--- config.mk ---
export PLATFORM = sky130hd
export DESIGN_NAME = tt_um_my_processor
export DESIGN_NICKNAME = d
export VERILOG_FILES = /design/src/rtl/tt_um_my_processor.sv
export SDC_FILE = /design/constraint.sdc
export NUM_CORES = 1
export LEC_CHECK = 0
export ABC_AREA = 1
export BUFFER_PORTS_ARGS = -buffer_cell sky130_fd_sc_hd__buf_2
export CORE_UTILIZATION = 48
export DETAILED_ROUTE_END_ITERATION = 7
export MAX_ROUTING_LAYER = met4
export PLACE_DENSITY = 0.91
export SLEW_MARGIN = 20
export SYNTH_ARGS = -nofsm -noshare
export SYNTH_HDL_FRONTEND = slang
export SYNTH_SLANG_ARGS = --single-unit
--- constraint.sdc ---
create_clock -name clk -period 1.4 [get_ports clk]
set_input_delay 0 -clock clk [delete_from_list [all_inputs] [get_ports clk]]
set_output_delay 0 -clock clk [all_outputs]
set_load 0.01 [all_outputs]
--- src/rtl/tt_um_my_processor.sv ---
// Tiny Tapeout tile: registered 4x4 unsigned Vedic (Urdhva-Tiryagbhyam) multiplier.
// Optional registered status bus on uio_out when MULT_STATUS_EN is defined.
module tt_um_my_processor (
  input  logic       clk,
  input  logic       rst_n,
  input  logic       ena,
  input  logic [7:0] ui_in,
  output logic [7:0] uo_out,
  input  logic [7:0] uio_in,
  output logic [7:0] uio_out,
  output logic [7:0] uio_oe
);

  // 2x2 Vedic cell: vertical bit, crosswise half adder, then top bit plus carry.
  function automatic logic [3:0] vedic2(input logic [1:0] a, input logic [1:0] b);
    logic [3:0] p;
    logic       c1;
    p[0] = a[0] & b[0];
    p[1] = (a[1] & b[0]) ^ (a[0] & b[1]);
    c1   = (a[1] & b[0]) & (a[0] & b[1]);
    p[2] = (a[1] & b[1]) ^ c1;
    p[3] = (a[1] & b[1]) & c1;
    return p;
  endfunction

  function automatic logic [4:0] ripple4(input logic [3:0] x, input logic [3:0] y);
    logic [4:0] s;
    logic       c;
    c = 1'b0;
    s = 5'd0;
    for (int i = 0; i < 4; i++) begin
      s[i] = x[i] ^ y[i] ^ c;
      c    = (x[i] & y[i]) | (c & (x[i] ^ y[i]));
    end
    s[4] = c;
    return s;
  endfunction

  // Carry out is dropped: the full product never exceeds 225.
  function automatic logic [5:0] ripple6(input logic [5:0] x, input logic [5:0] y);
    logic [5:0] s;
    logic       c;
    c = 1'b0;
    s = 6'd0;
    for (int i = 0; i < 6; i++) begin
      s[i] = x[i] ^ y[i] ^ c;
      c    = (x[i] & y[i]) | (c & (x[i] ^ y[i]));
    end
    return s;
  endfunction

  logic [3:0] op_a, op_b;
  logic [3:0] pp_ll, pp_hl, pp_lh, pp_hh;
  logic [4:0] cross_sum;
  logic [5:0] upper_sum;
  logic [7:0] prod_d, prod_q;
  logic       unused_uio;

  assign op_a = ui_in[3:0];
  assign op_b = ui_in[7:4];

  assign pp_ll = vedic2(op_a[1:0], op_b[1:0]);
  assign pp_hl = vedic2(op_a[3:2], op_b[1:0]);
  assign pp_lh = vedic2(op_a[1:0], op_b[3:2]);
  assign pp_hh = vedic2(op_a[3:2], op_b[3:2]);

  // Both cross products carry weight 4, so sum them first and add above bit 1.
  assign cross_sum = ripple4(pp_hl, pp_lh);
  assign upper_sum = ripple6({pp_hh, pp_ll[3:2]}, {1'b0, cross_sum});
  assign prod_d    = {upper_sum, pp_ll[1:0]};

  always_ff @(posedge clk or negedge rst_n) begin
    if (!rst_n) begin
      prod_q <= 8'h00;
    end else if (ena) begin
      prod_q <= prod_d;
    end
  end

  assign uo_out     = prod_q;
  assign unused_uio = ^uio_in;

`ifdef MULT_STATUS_EN
  logic [7:0] status_d, status_q;

  always_comb begin
    status_d    = 8'h00;
    status_d[0] = (prod_d == 8'h00);
    status_d[1] = ^prod_d;
    status_d[2] = (op_a == 4'hF) && (op_b == 4'hF);
    status_d[3] = (prod_d >= 8'h80);
  end

  always_ff @(posedge clk or negedge rst_n) begin
    if (!rst_n) begin
      status_q <= 8'h00;
    end else if (ena) begin
      status_q <= status_d;
    end
  end

  assign uio_out = status_q;
  assign uio_oe  = 8'hFF;
`else
  assign uio_out = 8'h00;
  assign uio_oe  = 8'h00;
`endif

endmodule

==> results of run 1 <==
cell families after synthesis:
kind of cell	after synthesis	share of synthesized area [%]
AOI/OAI and AO/OA	1	0.583
other	1	0.437
and+or+nand+nor	39	17.6
buffers and inverters	44	27.1
adders and majority gates	17	30.9
DFF	8	23.3
stage by stage:
step	hold WS (ns)	power [mW]	util, %	std cells
2_1_floorplan	-0.296	0.522	-	125
6_report	0.00966	0.806	69.3	161
4_1_cts	0.0133	0.795	67.1	160
5_1_grt	0.0332	0.865	69.3	161
3_3_place_gp	-0.158	0.587	63.1	156
3_5_place_dp	-0.153	0.603	63.1	156
worst max-delay path by stage:
stage / from / end
finish: ui_in[2] / uo_out[6]
global route: ui_in[6] / uo_out[6]
CTS: ui_in[4] / uo_out[6]
detailed placement: ui_in[0] / uo_out[6]
global placement: ui_in[0] / uo_out[6]
floorplan: ui_in[0] / uo_out[6]
per-layer routing:
layer / track usage, % / part of all wire, % / vias to the layer above
li1: - / - / 339
met1: 21.3 / 39 / 307
met2: 32.1 / 56 / 29
met3: 3.67 / 3.9 / 3
met4: 10.9 / 1.9 / 0
met5: - / 0 / -
layout make-up:
| type | count | area share [%] |
|---|---|---|
| clock buffers | 3 | 2.04 |
| multi-input cells | 73 | 49.6 |
| flip-flops and latches | 8 | 18.1 |
| well taps | 24 | 2.72 |
| inverters | 27 | 9.63 |
| repair buffers | 26 | 17.9 |
Yosys cell counts:
cell     instances  share of area, %
buf_4           16                14
buf_6            1               1.3
conb_1           1              0.44
dfrtp_1          8                23
fa_1             7                16
ha_1            10                15
inv_1           26                11
inv_2            1              0.44
nand2_1         36                16
nand2_2          1              0.73
nand3_1          2               1.2
o21ai_1          1              0.58
timing repair:
action                                  CTS  global route
pin swaps                                12             4
hold buffers                              1             0
resized for setup                        11            11
endpoints found under the setup margin    5             5
setup buffers                             0             1
hold endpoints to repair                  8             0
placed cells by master, fill, tap and decap left out, types with 4 or more instances in the layout:
cell type,count
buf_2,12
nand2_1,32
dfrtp_1,8
buf_4,7
inv_1,18
ha_1,7
inv_2,7
conb_1,16
buf_6,4
fa_2,6
worst reg2reg max path, cell delays in order (launching register included):
cell     delay [ns]
dfrtp_1        0.38
nand2_2        0.08
o21ai_2        0.05
power by group through the flow:
stage          Sequential [mW]  Clock (mW)  Combinational, mW
4_1_cts                  0.295       0.182              0.318
6_report                 0.295       0.182              0.330
3_5_place_dp             0.298           0              0.305
2_1_floorplan            0.319           0              0.202
3_3_place_gp             0.295           0              0.292
5_1_grt                  0.299       0.190              0.377
==> reports/qor.csv, run 1 <==
metric;value;unit
Starting Density;53.8;%
Worst-path clk slew;0.05;ns
drt first pass iters;6;
Residual DRC;1;
minimum clock period;2.38;ns
GR Util All Layers;19.2;%
status;finished with violations;
Max Cap Violations;0;
DR vias/cell;4.21;
Storage cell area;200;um^2
Mapped Area;858;um^2
Fin. Hold Viols;0;
min setup slack post-route;-0.979;ns
start point of the worst hold path;ui_in[4];
FF-to-FF Start;uo_out[3];
CTS tree;built;
final wirelength;1600;um
P_sw;0.285;mW
synthesized area per cell;7.80;um^2
Rows;14;
initial antenna violation count;0;
total grt overflow;0;
synth warn;0;
Worst path depth;11;
worst path arrival time;2.58;ns
fin. max-slew vios;0;
Final Cell Area;1100;um^2
setup TNS;-2.97;ns
vias in the first global route;629;
Reg2Reg Setup Slack;0.78;ns
I/O pins;43;
fillers;137;
HPWL after DPL;1350;um
die extent in y;44.3;um
layout cells sized above 1;38.0;%
clock tree buffer depth;2;
initial DRC count;15;
ANT cells;0;
HP Class;primary input to register;
Worst EP required;1.60;ns
Sequential Power Share;36.5;%
clock latency on the worst-skew pair;0.26;ns
routability congestion estimate;0.782;
Syn Inst Count;110;
CP startpoint kind;primary input;
I/O Buffers;18;
total CTS buffers;3;
post-placement cell area;1010;um^2
worst vdd ir;305;uV
Crit path max-delay family;adder cells;
Die Wd;44.3;um
Seq/Total Area, Yosys;23.3;%
Clock Skews;0;ns
first-pass GRT wire length;2550;um
share of total power in combinational logic;40.9;%
critical-path cell list;buf_8 > nand2_4 > inv_4 > ha_4 > fa_2 > fa_2 > fa_2 > fa_2 > fa_2 > nand2_1 > nand2_1;
Yosys reg bits;8;
crit path max fanout;3;
P_leak;0.701;nW
Worst Setup End Kind;register;
largest net degree at the start of global routing;10;
Crit-path slowest cell;fa_2;
post-place setup slack;-1.34;ns
P_int;0.522;mW
Root Buffer Master;clkbuf_4;
H-tree depth;1;
die area;1960;um^2
Power Dens Cells;730;nW/um^2
Final #Nets;175;
Clock Power Share;22.5;%
Achievable Freq;0.420;GHz
Worst R2R Path Depth;2;
cell mode on critical path;fa_2;
RR Endpoint;uo_out[3];
Worst Path Buf+Inv;2;
RSZ-0062 raised after global routing;yes;
Core ar.;1590;um^2
Hold Path End;uo_out[0];
Multi-input gate area;548;um^2
Synth cell types;12;
failing checks;design-rule violations, negative setup slack;
final setup violation count;5;
fin crit share;170;%
number of routed nets with antenna violations;0;
area grow syn2layout;28.7;%
DR vias;678;
Largest register FFs;8;
drt wl/cell;9.96;um
crit path kind;primary input to register;
CTS sink count;8;
Sw Share;35.3;%
Critical Path Max Stage Delay;0.52;ns
hold path depth;3;
(Power assumes the default switching activity.)
==> run 2, diff against run 1 <==
--- a/config.mk
+++ b/config.mk
@@ -5,12 +5,12 @@
 export SDC_FILE = /design/constraint.sdc
 export NUM_CORES = 1
 export LEC_CHECK = 0
-export ABC_AREA = 1
 export BUFFER_PORTS_ARGS = -buffer_cell sky130_fd_sc_hd__buf_2
 export CORE_UTILIZATION = 48
 export DETAILED_ROUTE_END_ITERATION = 7
+export GPL_ROUTABILITY_DRIVEN = 0
 export MAX_ROUTING_LAYER = met4
-export PLACE_DENSITY = 0.91
+export PLACE_DENSITY = 0.92
 export SLEW_MARGIN = 20
 export SYNTH_ARGS = -nofsm -noshare
 export SYNTH_HDL_FRONTEND = slang
==> run 2 against run 1 <==
  * The run still ends with design-rule violations, negative setup slack left
  * Synthesized cell count decreased by 27%
  * Design area decreased by 6.7%
  * Total power increased by 8.4%
  * Clock power decreased by 4%
  * Largest cell class unchanged
==> reports/qor.csv, run 2 <==
metric;value;unit
status;finished with violations;
failing checks;design-rule violations, negative setup slack;
minimum clock period;2.49;ns
HP Class;primary input to register;
I/O pins;43;
drt wl/cell;13.1;um
Starting Density;53.8;%
Post-CTS Setup Repair Bufs;0;
Final #Nets;140;
CTS sink count;8;
Worst EP required;1.54;ns
fin. max-slew vios;0;
Seq/Total Area, Yosys;23.6;%
layout cells sized above 1;46.1;%
Root Buffer Master;clkbuf_4;
most frequent cells in the layout;conb_1 (16), buf_2 (13), and2_1 (11), dfrtp_1 (8);
min setup slack post-route;-1.09;ns
Synth cell types;15;
final wirelength;1540;um
vias in the first global route;545;
Worst Setup End Kind;register;
Die Wd;44.0;um
hold path depth;3;
CTS tree;built;
fin crit share;178;%
worst vdd ir;484;uV
top-area cell type share of the netlist area;23.6;%
P_leak;0.542;nW
Synth Flop Type;dfrtp_1;
fillers;110;
Largest register FFs;8;
initial DRC count;12;
worst path arrival time;2.63;ns
I/O Buffers;18;
Storage cell area;200;um^2
Multi-input gate area;594;um^2
area grow syn2layout;21.5;%
GR Util All Layers;17.1;%
Clock Skews;0;ns
first-pass GRT wire length;2260;um
HPWL after DPL;1190;um
clock tree buffer depth;2;
H-tree depth;1;
die extent in y;44.0;um
Core ar.;1580;um^2
commonest non-fill, non-tap cell in the layout;conb_1;
largest cells by area after synthesis;dfrtp_1 (24%), fa_1 (17%), ha_1 (15%), buf_4 (14%), and2_1 (11%);
synth cell count leaders;buf_4 (16), and2_1 (15), inv_1 (11), ha_1 (10), dfrtp_1 (8);
Fin. Hold Viols;0;
clock latency on the worst-skew pair;0.25;ns
Achievable Freq;0.402;GHz
count leader, synth;buf_4;
total grt overflow;0;
RSZ-0062 raised after global routing;yes;
total power;0.874;mW
DR vias/cell;4.70;
largest net degree at the start of global routing;11;
die area;1940;um^2
synth warn;0;
number of routed nets with antenna violations;0;
total CTS buffers;3;
drt first pass iters;6;
Worst-path clk slew;0.05;ns
Max Cap Violations;0;
Yosys reg bits;8;
final setup violation count;5;
Rows;14;
utilization after layout;65.4;%
Residual DRC;2;
Power Dens Cells;848;nW/um^2
DR vias;555;
post-place setup slack;-1.49;ns
ANT cells;0;
EDFF count, synth;0;
crit path kind;primary input to register;
area leader, netlist;dfrtp_1;
Syn Inst Count;80;
initial antenna violation count;0;
Mapped Area;848;um^2
synthesized area per cell;10.6;um^2
CP startpoint kind;primary input;
Worst R2R Path Depth;1;
Async SR Flop Fraction;100;%
crit path max fanout;4;
run 2: cell types whose count changed after synthesis, sizes merged:
cell   before  now
and2        0   15
inv        27   11
mux2i       0    1
nor2        0    1
mux2        0    5
xnor2       0    1
nand2      37    0
nand3       2    1
a21oi       0    1
run 2: routing by layer:
layer  global-route usage [%]  vias up  share of wire [%]
met5                        -        -                  0
met4                     11.5        0                2.5
met3                     2.45        8                6.8
met2                     33.8       28                 55
met1                     14.1      259                 35
li1                         -      260                  -
run 2: logic make-up after synthesis:
logic type	synth area share, %
flip-flops	23.6
AO/OA/AOI/OAI	1.18
AND/OR/NAND/NOR	12.1
XOR/XNOR	1.03
multiplexers	10.0
adder cells (fa/ha/maj)	31.3
buffers and inverters	20.4
other	0.442
run 2: cell type report:
class	instances	area share, %
multi-input combinational	59	57.6
clock buffer	3	2.18
timing repair buffer	21	14.8
tap	16	1.94
sequential	8	19.4
inverter	11	4.00
run 2: worst paths after layout:
check                           from         to  slack (ns)
setup / recovery            ui_in[5]  uo_out[6]       -1.09
hold / removal              ui_in[0]  uo_out[0]        0.02
setup reg to reg           uo_out[4]  uo_out[4]        0.61
hold reg to reg            uo_out[1]  uo_out[1]        0.51
max in group asynchronous      rst_n  uo_out[0]        1.11
min in group asynchronous      rst_n  uo_out[4]        0.13
run 2: metrics by stage:
stage               instance area (um^2)  hold WS (ns)  setup TNS, ns  cells
global route                        1030        0.0573          -4.01    118
finish                              1030        0.0226          -3.79    118
CTS                                 1020        0.0224          -3.83    118
detailed placement                   941        -0.157          -5.53    113
global placement                     941        -0.160          -5.28    113
floorplan                            955        -0.296          -4.46     95
run 2: repair_timing:
item | in CTS | in global routing
gates resized for setup | 9 | 7
hold endpoints to repair | 9 | 0
endpoints found under the setup margin | 5 | 5
pin swaps | 12 | 6
hold buffers | 2 | 0
run 2: report_power, final:
group	internal (mW)	switching [mW]	leakage, nW	total (mW)
combinational	0.196	0.182	0.430	0.379
sequential	0.287	0.0349	0.0977	0.322
clock	0.0979	0.0759	0.0138	0.174
total	0.581	0.293	0.542	0.874
run 2: critical path: stages:
cell and delay (ns):
buf_8 0.10, and2_4 0.15, ha_4 0.23, fa_2 0.36, fa_2 0.42, fa_2 0.35, fa_2 0.34, fa_2 0.40
mux2_4 0.26
